**src/rtl/hsi_vctr_dist_pkg.sv**
```systemverilog
// Shared types and constants for the vector distance engine.
// Holds the FSM states, the distance mode, the output latency and a log2 helper for the length.
package hsi_vctr_dist_pkg;

    typedef enum logic [1:0] {
        IDLE   = 2'd0,
        ACCUM  = 2'd1,
        DRAIN  = 2'd2,
        OUTPUT = 2'd3
    } state_e;

    typedef enum logic {
        MODE_MSE = 1'b0,
        MODE_MAE = 1'b1
    } mode_e;

    // Cycles from the last accepted word to the mse_valid pulse.
    localparam int unsigned OUT_LATENCY  = 5;
    localparam int unsigned DRAIN_CYCLES = OUT_LATENCY - 1;

    // Bit position of the highest set bit; exact log2 for power-of-two lengths.
    function automatic logic [7:0] pow2_log(input logic [31:0] v);
        pow2_log = '0;
        for (int i = 0; i < 32; i++) begin
            if (v[i]) pow2_log = 8'(i);
        end
    endfunction

endpackage

```
**src/rtl/hsi_dist_lane.sv**
```systemverilog
// One lane of the distance datapath: registered squared/absolute difference (S2)
// followed by a saturating accumulator (S3) that restarts on the first word of a vector.
module hsi_dist_lane
    import hsi_vctr_dist_pkg::*;
#(
    parameter int DATA_WIDTH     = 16,
    parameter int DATA_WIDTH_ACC = 48
) (
    input  logic                      clk,
    input  logic                      rst_n,
    input  logic [DATA_WIDTH-1:0]     s1_a,
    input  logic [DATA_WIDTH-1:0]     s1_b,
    input  mode_e                     s1_mode,
    input  logic                      s2_valid,
    input  logic                      s2_first,
    output logic [DATA_WIDTH_ACC-1:0] acc
);

    logic [DATA_WIDTH:0]       diff;
    logic [DATA_WIDTH-1:0]     mag;
    logic [2*DATA_WIDTH-1:0]   dist_d;
    logic [2*DATA_WIDTH-1:0]   dist_q;
    logic [DATA_WIDTH_ACC:0]   acc_sum;

    // |a-b| squared equals (a-b) squared, so one unsigned multiplier serves both signs.
    always_comb begin
        diff    = {1'b0, s1_a} - {1'b0, s1_b};
        mag     = diff[DATA_WIDTH] ? (~diff[DATA_WIDTH-1:0] + DATA_WIDTH'(1)) : diff[DATA_WIDTH-1:0];
        dist_d  = (s1_mode == MODE_MAE) ? (2*DATA_WIDTH)'(mag) : mag * mag;
        acc_sum = {1'b0, acc} + (DATA_WIDTH_ACC+1)'(dist_q);
    end

    // NOTE: sequential state uses non-blocking assignments so every flop samples pre-edge values.
    always_ff @(posedge clk or negedge rst_n) begin
        if (!rst_n) begin
            dist_q <= '0;
            acc    <= '0;
        end else begin
            dist_q <= dist_d;
            if (s2_valid) begin
                if (s2_first)                   acc <= DATA_WIDTH_ACC'(dist_q);
                else if (acc_sum[DATA_WIDTH_ACC]) acc <= '1;
                else                            acc <= acc_sum[DATA_WIDTH_ACC-1:0];
            end
        end
    end

endmodule

```
**src/rtl/hsi_vctr_dist.sv**
```systemverilog
// Vector distance engine: accumulates per-lane MSE/MAE terms over a power-of-two
// length vector and reports the saturated mean plus the raw total five cycles after the last word.
module hsi_vctr_dist
    import hsi_vctr_dist_pkg::*;
#(
    parameter int WORD_WIDTH     = 32,
    parameter int DATA_WIDTH     = 16,
    parameter int DATA_PER_WORD  = WORD_WIDTH / DATA_WIDTH,
    parameter int DATA_WIDTH_ACC = 48,
    parameter int MAX_ELEMENTS   = 64,
    parameter int ELEMENTS_ADDR  = $clog2(MAX_ELEMENTS)
) (
    input  logic                                              clk,
    input  logic                                              rst_n,
    input  logic                                              start_vctr,
    input  logic [ELEMENTS_ADDR:0]                            vctr_len,
    input  logic                                              mode,
    input  logic [WORD_WIDTH-1:0]                             element_a,
    input  logic [WORD_WIDTH-1:0]                             element_b,
    input  logic                                              element_valid,
    output logic                                              element_ready,
    output logic [WORD_WIDTH-1:0]                             mse,
    output logic [DATA_WIDTH_ACC+$clog2(DATA_PER_WORD)-1:0]   acc_out,
    output logic                                              mse_valid,
    output logic                                              error
);

    localparam int LOG_DPW = $clog2(DATA_PER_WORD);
    localparam int ACC_W   = DATA_WIDTH_ACC + LOG_DPW;
    localparam logic [ELEMENTS_ADDR:0] LEN_ONE = 1;
    localparam logic [ELEMENTS_ADDR:0] LEN_MAX = MAX_ELEMENTS;

    state_e                    state, state_next;
    logic                      accept, len_ok, take, restart, err_next;
    logic [ELEMENTS_ADDR:0]    len_q, word_cnt;
    logic [7:0]                shift_q;
    logic [1:0]                drain_cnt;
    mode_e                     mode_q;
    logic                      s1_valid, s1_first, s2_valid, s2_first;
    mode_e                     s1_mode;
    logic [WORD_WIDTH-1:0]     s1_a, s1_b;
    logic [DATA_WIDTH_ACC-1:0] lane_acc [DATA_PER_WORD];
    logic [ACC_W-1:0]          tree_sum, s4_sum, shifted;

    assign element_ready = (state == IDLE) || (state == ACCUM);
    assign accept        = element_valid && element_ready;
    assign len_ok        = (vctr_len != '0) && (vctr_len <= LEN_MAX) &&
                           ((vctr_len & (vctr_len - LEN_ONE)) == '0);

    always_ff @(posedge clk or negedge rst_n) begin
        if (!rst_n) state <= IDLE;
        else        state <= state_next;
    end

    // NOTE: every output of this block gets a default first so no path can infer a latch.
    always_comb begin
        state_next = state;
        take       = 1'b0;
        restart    = 1'b0;
        err_next   = 1'b0;
        case (state)
            IDLE, ACCUM: begin
                if (accept && start_vctr) begin
                    // A start mid-vector is a protocol error but still begins a fresh vector.
                    err_next = (state == ACCUM) || !len_ok;
                    if (len_ok) begin
                        take       = 1'b1;
                        restart    = 1'b1;
                        state_next = (vctr_len == LEN_ONE) ? DRAIN : ACCUM;
                    end else begin
                        state_next = IDLE;
                    end
                end else if (accept && state == IDLE) begin
                    err_next = 1'b1;
                end else if (accept) begin
                    take = 1'b1;
                    if (word_cnt == len_q - LEN_ONE) state_next = DRAIN;
                end
            end
            DRAIN:   if (drain_cnt == 2'(DRAIN_CYCLES - 1)) state_next = OUTPUT;
            OUTPUT:  state_next = IDLE;
            default: state_next = IDLE;
        endcase
    end

    always_ff @(posedge clk or negedge rst_n) begin
        if (!rst_n) begin
            len_q     <= '0;
            word_cnt  <= '0;
            shift_q   <= '0;
            mode_q    <= MODE_MSE;
            drain_cnt <= '0;
            error     <= 1'b0;
        end else begin
            error     <= err_next;
            drain_cnt <= (state == DRAIN) ? drain_cnt + 2'd1 : 2'd0;
            if (restart) begin
                len_q    <= vctr_len;
                word_cnt <= LEN_ONE;
                shift_q  <= pow2_log(32'(vctr_len)) + 8'(LOG_DPW);
                mode_q   <= mode_e'(mode);
            end else if (take) begin
                word_cnt <= word_cnt + LEN_ONE;
            end
        end
    end

    // NOTE: pipeline registers are plain flops, not memories, so they are all async-reset.
    always_ff @(posedge clk or negedge rst_n) begin
        if (!rst_n) begin
            s1_valid <= 1'b0;
            s1_first <= 1'b0;
            s1_mode  <= MODE_MSE;
            s1_a     <= '0;
            s1_b     <= '0;
            s2_valid <= 1'b0;
            s2_first <= 1'b0;
        end else begin
            s1_valid <= take;
            s1_first <= restart;
            s2_valid <= s1_valid;
            s2_first <= s1_first;
            if (take) begin
                s1_mode <= restart ? mode_e'(mode) : mode_q;
                s1_a    <= element_a;
                s1_b    <= element_b;
            end
        end
    end

    for (genvar i = 0; i < DATA_PER_WORD; i++) begin : g_lane
        hsi_dist_lane #(
            .DATA_WIDTH     (DATA_WIDTH),
            .DATA_WIDTH_ACC (DATA_WIDTH_ACC)
        ) u_lane (
            .clk      (clk),
            .rst_n    (rst_n),
            .s1_a     (s1_a[i*DATA_WIDTH +: DATA_WIDTH]),
            .s1_b     (s1_b[i*DATA_WIDTH +: DATA_WIDTH]),
            .s1_mode  (s1_mode),
            .s2_valid (s2_valid),
            .s2_first (s2_first),
            .acc      (lane_acc[i])
        );
    end

    always_comb begin
        tree_sum = '0;
        for (int i = 0; i < DATA_PER_WORD; i++) tree_sum = tree_sum + ACC_W'(lane_acc[i]);
        shifted = s4_sum >> shift_q;
    end

    // S5 loads only on the last drain cycle so mse/acc_out hold between pulses.
    always_ff @(posedge clk or negedge rst_n) begin
        if (!rst_n) begin
            s4_sum    <= '0;
            mse       <= '0;
            acc_out   <= '0;
            mse_valid <= 1'b0;
        end else begin
            s4_sum    <= tree_sum;
            mse_valid <= 1'b0;
            if (state == DRAIN && drain_cnt == 2'(DRAIN_CYCLES - 1)) begin
                mse_valid <= 1'b1;
                acc_out   <= s4_sum;
                mse       <= (shifted[ACC_W-1:WORD_WIDTH] != '0) ? '1 : shifted[WORD_WIDTH-1:0];
            end
        end
    end

endmodule

```
**config.mk**
```make
export PLATFORM = sky130hd
export DESIGN_NAME = hsi_vctr_dist
export DESIGN_NICKNAME = d
export VERILOG_FILES = /design/src/rtl/hsi_vctr_dist_pkg.sv /design/src/rtl/hsi_dist_lane.sv /design/src/rtl/hsi_vctr_dist.sv
export SDC_FILE = /design/constraint.sdc
export NUM_CORES = 2
export LEC_CHECK = 0
export ABC_CLOCK_PERIOD_IN_PS = 10100
export BUFFER_PORTS_ARGS = -buffer_cell sky130_fd_sc_hd__buf_4
export CAP_MARGIN = 20
export CORE_ASPECT_RATIO = 1.1
export CORE_MARGIN = 10
export CORE_UTILIZATION = 50
export DETAILED_ROUTE_END_ITERATION = 10
export PLACE_DENSITY = 0.71
export SYNTH_ARGS = -nofsm -noshare
export SYNTH_HDL_FRONTEND = slang
export SYNTH_SLANG_ARGS = --single-unit
```
**constraint.sdc**
```tcl
create_clock -name clk -period 10.1 [get_ports clk]
set_input_delay 2.525 -clock clk [delete_from_list [all_inputs] [get_ports clk]]
set_output_delay 2.525 -clock clk [all_outputs]
set_load 0.005 [all_outputs]
```
== Word level (Yosys, flattened, before mapping) ==
Cells that the tools add are included.

* Logic and storage cells: 106
* Memories kept: 0
* ROM bits: 0
* Output and inout bits: 84
* Memory bits (writable): 0
* Input bits: 76
* Register bits after elaboration: 388
* Bits in latches: 0

* Muxes and demuxes: 39
* $add $sub $neg: 12
* $lt $le $gt $ge: 1
* Bitwise operators: 3
* Multiply operators: 2
* Reduce and logical (&&, ||, !) cells: 16
* Divide/modulo/power cells: 0
* Equality and inequality tests: 10
* Shift operators: 1

{| class="wikitable"
|+ Operator list
! cell !! count
|-
| $mux W48 || 4
|-
| $add A48 B32 Y49 || 2
|-
| $mux W32 || 3
|-
| $mul A16 B16 Y32 || 2
|-
| $add A48 B48 Y49 || 1
|-
| $shr A49 B8 Y49 || 1
|-
| $mux W8 || 6
|-
| $sub A16 B16 Y17 || 2
|-
| $add A16 B1 Y16 const B || 2
|-
| $mux W16 || 2
|-
| $not A16 Y16 || 2
|-
| $reduce_bool A17 Y1 || 1
|-
| $mux W2 || 8
|-
| $mux W7 || 2
|-
| $sub A7 B1 Y7 const B || 2
|-
| $mux W1 || 13
|-
| $ne A3 B3 Y1 const B || 3
|-
| $add A8 B1 Y8 const B || 1
|-
| $add A7 B1 Y7 const B || 1
|-
| $and A7 B7 Y7 || 1
|-
| $eq A7 B1 Y1 const B || 1
|-
| $eq A7 B7 Y1 || 1
|-
| $le A7 B7 Y1 const B || 1
|-
| $logic_not A7 Y1 || 1
|-
| other kinds (13) || 21
|}

== Longest topological paths before layout ==
* Depth in word-level cells: 9
* Mapped depth: 40
* Mapped depth without buffers: 38

== By module ==
A second synthesis with hierarchy kept.

* Cell total of the unflattened synthesis: 4,526
* Area total of the unflattened synthesis: 39,376.5 um2

{| class="wikitable"
|+ Modules (own cells, without submodules)
! module !! cells each !! times used !! area an instance (um2) !! sequential area each (um2)
|-
| hsi_dist_lane (g_lane[0].u_lane) || 1,594 || 1 || 13,424.1 || 2,001.9
|-
| hsi_dist_lane (g_lane[1].u_lane) || 1,570 || 1 || 13,351.6 || 2,001.9
|-
| hsi_vctr_dist || 1,362 || 1 || 12,600.8 || 5,605.4
|}

== Least setup slack after synthesis ==
OpenSTA, ideal clock, no wires.

* Kind: register to register
* Start point: reg s1_b[16]
* End point: reg g_lane[1].u_lane.dist_q[30]
* Setup slack: 1,242 ps
* Cell stages (with the launch flop): 36
* Clock period less this slack: 8,858 ps
* Arrival time: 8,726 ps
* Cell sequence: dfrtp_1 ha_1 fa_1 nand2b_1 a21bo_1 a211o_1 and2_1 o31ai_1 a31o_2 buf_2 nor2_1 xnor2_1 inv_2 nor2_1 fa_1 fa_1 inv_1 fa_1 inv_1 fa_1 fa_1 inv_1 fa_1 inv_1 ha_1 a21o_1 a21o_1 a21oi_1 o21a_1 o21ai_0 nor3_1 o31ai_1 or4_1 a21oi_1 xor2_1 nor2_1

* Cells in the longest elaborated chain, start to end: 6

{| class="wikitable"
|+ Ends and longest elaborated chain
! element !! line !! RTL
|-
| start, declared || hsi_vctr_dist.sv:41 || <nowiki>logic [WORD_WIDTH-1:0] s1_a, s1_b;</nowiki>
|-
| start signal, assigned || hsi_vctr_dist.sv:126 || <nowiki>s1_b <= element_b;</nowiki>
|-
| $sub A16 B16 Y17 * || hsi_dist_lane.sv:27 || <nowiki>diff = {1'b0, s1_a} - {1'b0, s1_b};</nowiki>
|-
| $not A16 Y16 || hsi_dist_lane.sv:28 || <nowiki>mag = diff[DATA_WIDTH] ? (~diff[DATA_WIDTH-1:0] + DATA_WIDTH'(1)) : diff[DATA_WIDTH-1:0];</nowiki>
|-
| $add A16 B1 Y16 || hsi_dist_lane.sv:28 ||
|-
| $mux W16 * || hsi_dist_lane.sv:28 ||
|-
| $mul A16 B16 Y32 * || hsi_dist_lane.sv:29 || <nowiki>dist_d = (s1_mode == MODE_MAE) ? (2*DATA_WIDTH)'(mag) : mag * mag;</nowiki>
|-
| $mux W32 * || hsi_dist_lane.sv:29 ||
|-
| net g_lane[1].u_lane.dist_d[30] || hsi_dist_lane.sv:21 || <nowiki>logic [2*DATA_WIDTH-1:0] dist_d;</nowiki>
|-
| end signal, assigned || hsi_dist_lane.sv:39 || <nowiki>dist_q <= dist_d;</nowiki>
|-
| end, declared || hsi_dist_lane.sv:22 || <nowiki>logic [2*DATA_WIDTH-1:0] dist_q;</nowiki>
|}

Mark *: on every way through the listed nets, which the timed path passes. The rest lies on a longest branch.
A chain may end at the register's enable or synchronous reset.

== Final worst setup path ==
Same ends and word-level chain as after synthesis.

==> qor.yml <==
seq_area_frac_synth_pct: 24.8
hpwl_mm: 74.4
cts.clk_slew.worst_paths_ns: 0.06
slowest_stage: "fa_1"
gr-total-overflow: 0
cts_sinks: 384
clk-insertion-delay-late_ns: 0.60
period_share_pct: 93.9
final_nets: 5179
coreArea_um2: 76400
slew_viol_final: 0
ys.flop_type: "dfrtp_1"
antenna_found_initial: 1
finalCriticalPeriod_ns: 9.48
drtAntennaViolNets: 0
worst_pin_slew_ns: 0.889
fmax_mhz: 105
grt_pass1_vias: 31000
path_max_fanout: 15
cts-hold-fix-buffers: 0
cts_root_buf: "clkbuf_16"
ys_seq_elements: 384
die_h_um: 312
htreeDepth: 2
tns_ns: 0
criticalPathCategory: "flip-flop to flip-flop"
wirelength_mm: 94.2
cts_buffers: 45
status: "finished clean"
final_common_cell: "inv_1"
layout_setup_ws_ns: 0.618
layout_common_cells: "595 x inv_1, 453 x nand2_1, 378 x dfrtp_1"
viasPerCell: 5.57
dr.pass1.iters: 5
ys_warn_count: 0
grt_pass1_wl_mm: 158
rsz0062_at_grt: "false"
pre_cts_slack_ns: 0.511
gp_congestion: 0.897
synth.cell_area_um2: 38700
required_ns: 10.54
syn_nets: 5074
fin_skew_ns: 0.0185
hold_violations: 0
clockBufferDepth: 3
ys_types: 88
min_path_type: "flip-flop to flip-flop"
netlist_instances: 4329
maxSlewHeadroom_pct: 40.7
synth_edf_count: 0
setup_viol: 0
io_pins: 160
synthToLayoutAreaGrowth_pct: 10.1
dieArea_um2: 89000
grt_max_degree: 165
start_util_pct: 50.7
wire_per_inst_um: 17.2
diodes: 0
port_buffers: 159
rows: 106
design_area_um2: 42600
cp_data_arrival_time_ns: 9.93
cap_violations: 0
vias: 30600
placed_area_um2: 41100
die_w_um: 285
path_common_cell: "inv_1"
worstSetupStartpointType: "flip-flop"
track_usage_pct: 21.2
async_flop_share_pct: 100
crit_path_end_kind: "flip-flop"
cts_tree: "done"
syn_area_per_cell_um2: 8.95
drt_iter0_drc: 1905
hold_slack_ns: 0.350
drcViolationCount: 0
drive_gt1_share_pct: 9.44
slowest_delay_ns: 0.52
-- kinds of logic (layout without fill, tap and decap cells) --
logic type               Yosys count  after routing  share of synthesized area (%)
XOR/XNOR                         224            224                           5.18
AO/OA/AOI/OAI                    920            920                           15.4
buffers and inverters            771            910                           7.50
adder cells (fa/ha/maj)          670            670                           28.0
AND/OR/NAND/NOR                 1213           1213                           14.2
flip-flops                       384            384                           24.8
multiplexers                     147            147                           4.89
-- cells in the mapped netlist, drive strengths merged, types with 51 or more instances --
master,n,area (µm²)
a21oi,251,1260
dfrtp,384,9610
nand2,454,1700
mux2i,71,711
nor2,359,1350
clkbuf,137,514
ha,340,4250
o21ai,217,1090
nor3,70,350
xnor2,117,1030
xor2,106,951
nand3,51,255
fa,329,6590
inv,606,2270
a21o,122,916
nand2b,66,413
-- through the flow --
step | utilization (%) | instances
after floorplan | - | 4329
after global placement | 53.8 | 5410
after detailed placement | 53.8 | 5411
after CTS | 55.8 | 5492
after global routing | 55.8 | 5494
final | 55.8 | 5494
-- state kept, by name, summed over array words and instances, names as in the netlist, 32 cells and up --
signal,cells
s4_sum,49
mse,32
g_lane.u_lane.dist_q,64
g_lane.u_lane.acc,96
s1_b,32
acc_out,49
s1_a,32
-- path summary, 6_finish.rpt --
kind,start,end,slack [ns],depth (start not counted)
worst max register to register,s1_b[16],g_lane[1].u_lane.dist_q[30],0.62,36
max in group asynchronous,rst_n,s1_b[28],6.89,2
worst min register to register,s1_valid,s2_valid,0.35,0
worst min-delay path,s1_valid,s2_valid,0.35,0
worst max-delay path,s1_b[16],g_lane[1].u_lane.dist_q[30],0.62,36
min in group asynchronous,rst_n,len_q[3],1.91,1
-- layer usage --
metal  global-route usage, %  vias to the layer above  wire (µm)  part of all wire [%]
met4                    5.53                        0       2310                   2.5
met3                    3.04                      135       5180                   5.5
li1                        -                    14800          -                     -
met1                    28.5                    14800      42600                    45
met2                    35.3                      830      44200                    47
met5                       0                        -          0                     0
-- repair_timing --
action | in CTS | in global routing
buffers inserted | 0 | 0
gates resized for setup | 0 | 3
endpoints found under the hold margin | 0 | 0
setup endpoints to repair | 0 | 1
-- final cells by class --
| class | instances | area [µm²] |
|---|---|---|
| clock inverters | 22 | 274 |
| multi-input cells | 3174 | 26200 |
| inverters | 613 | 2300 |
| clock buffers | 59 | 1250 |
| repair buffers | 216 | 1670 |
| fillers | 6887 | 33700 |
| well taps | 1026 | 1280 |
| flip-flops and latches | 384 | 9620 |
-- worst max-delay path, delay by kind of cell (launching register included) --
kind                     cells  cell delay (ns)
flip-flops                   1             0.38
XOR/XNOR                     2             0.49
AO/OA/AOI/OAI               10             2.48
AND/OR/NAND/NOR              7             1.63
adder cells (fa/ha/maj)      9             3.58
buffers and inverters        8             0.76
Power is not shown: default switching activity piles up to over one toggle a cycle in this logic, so the estimate is an artifact.
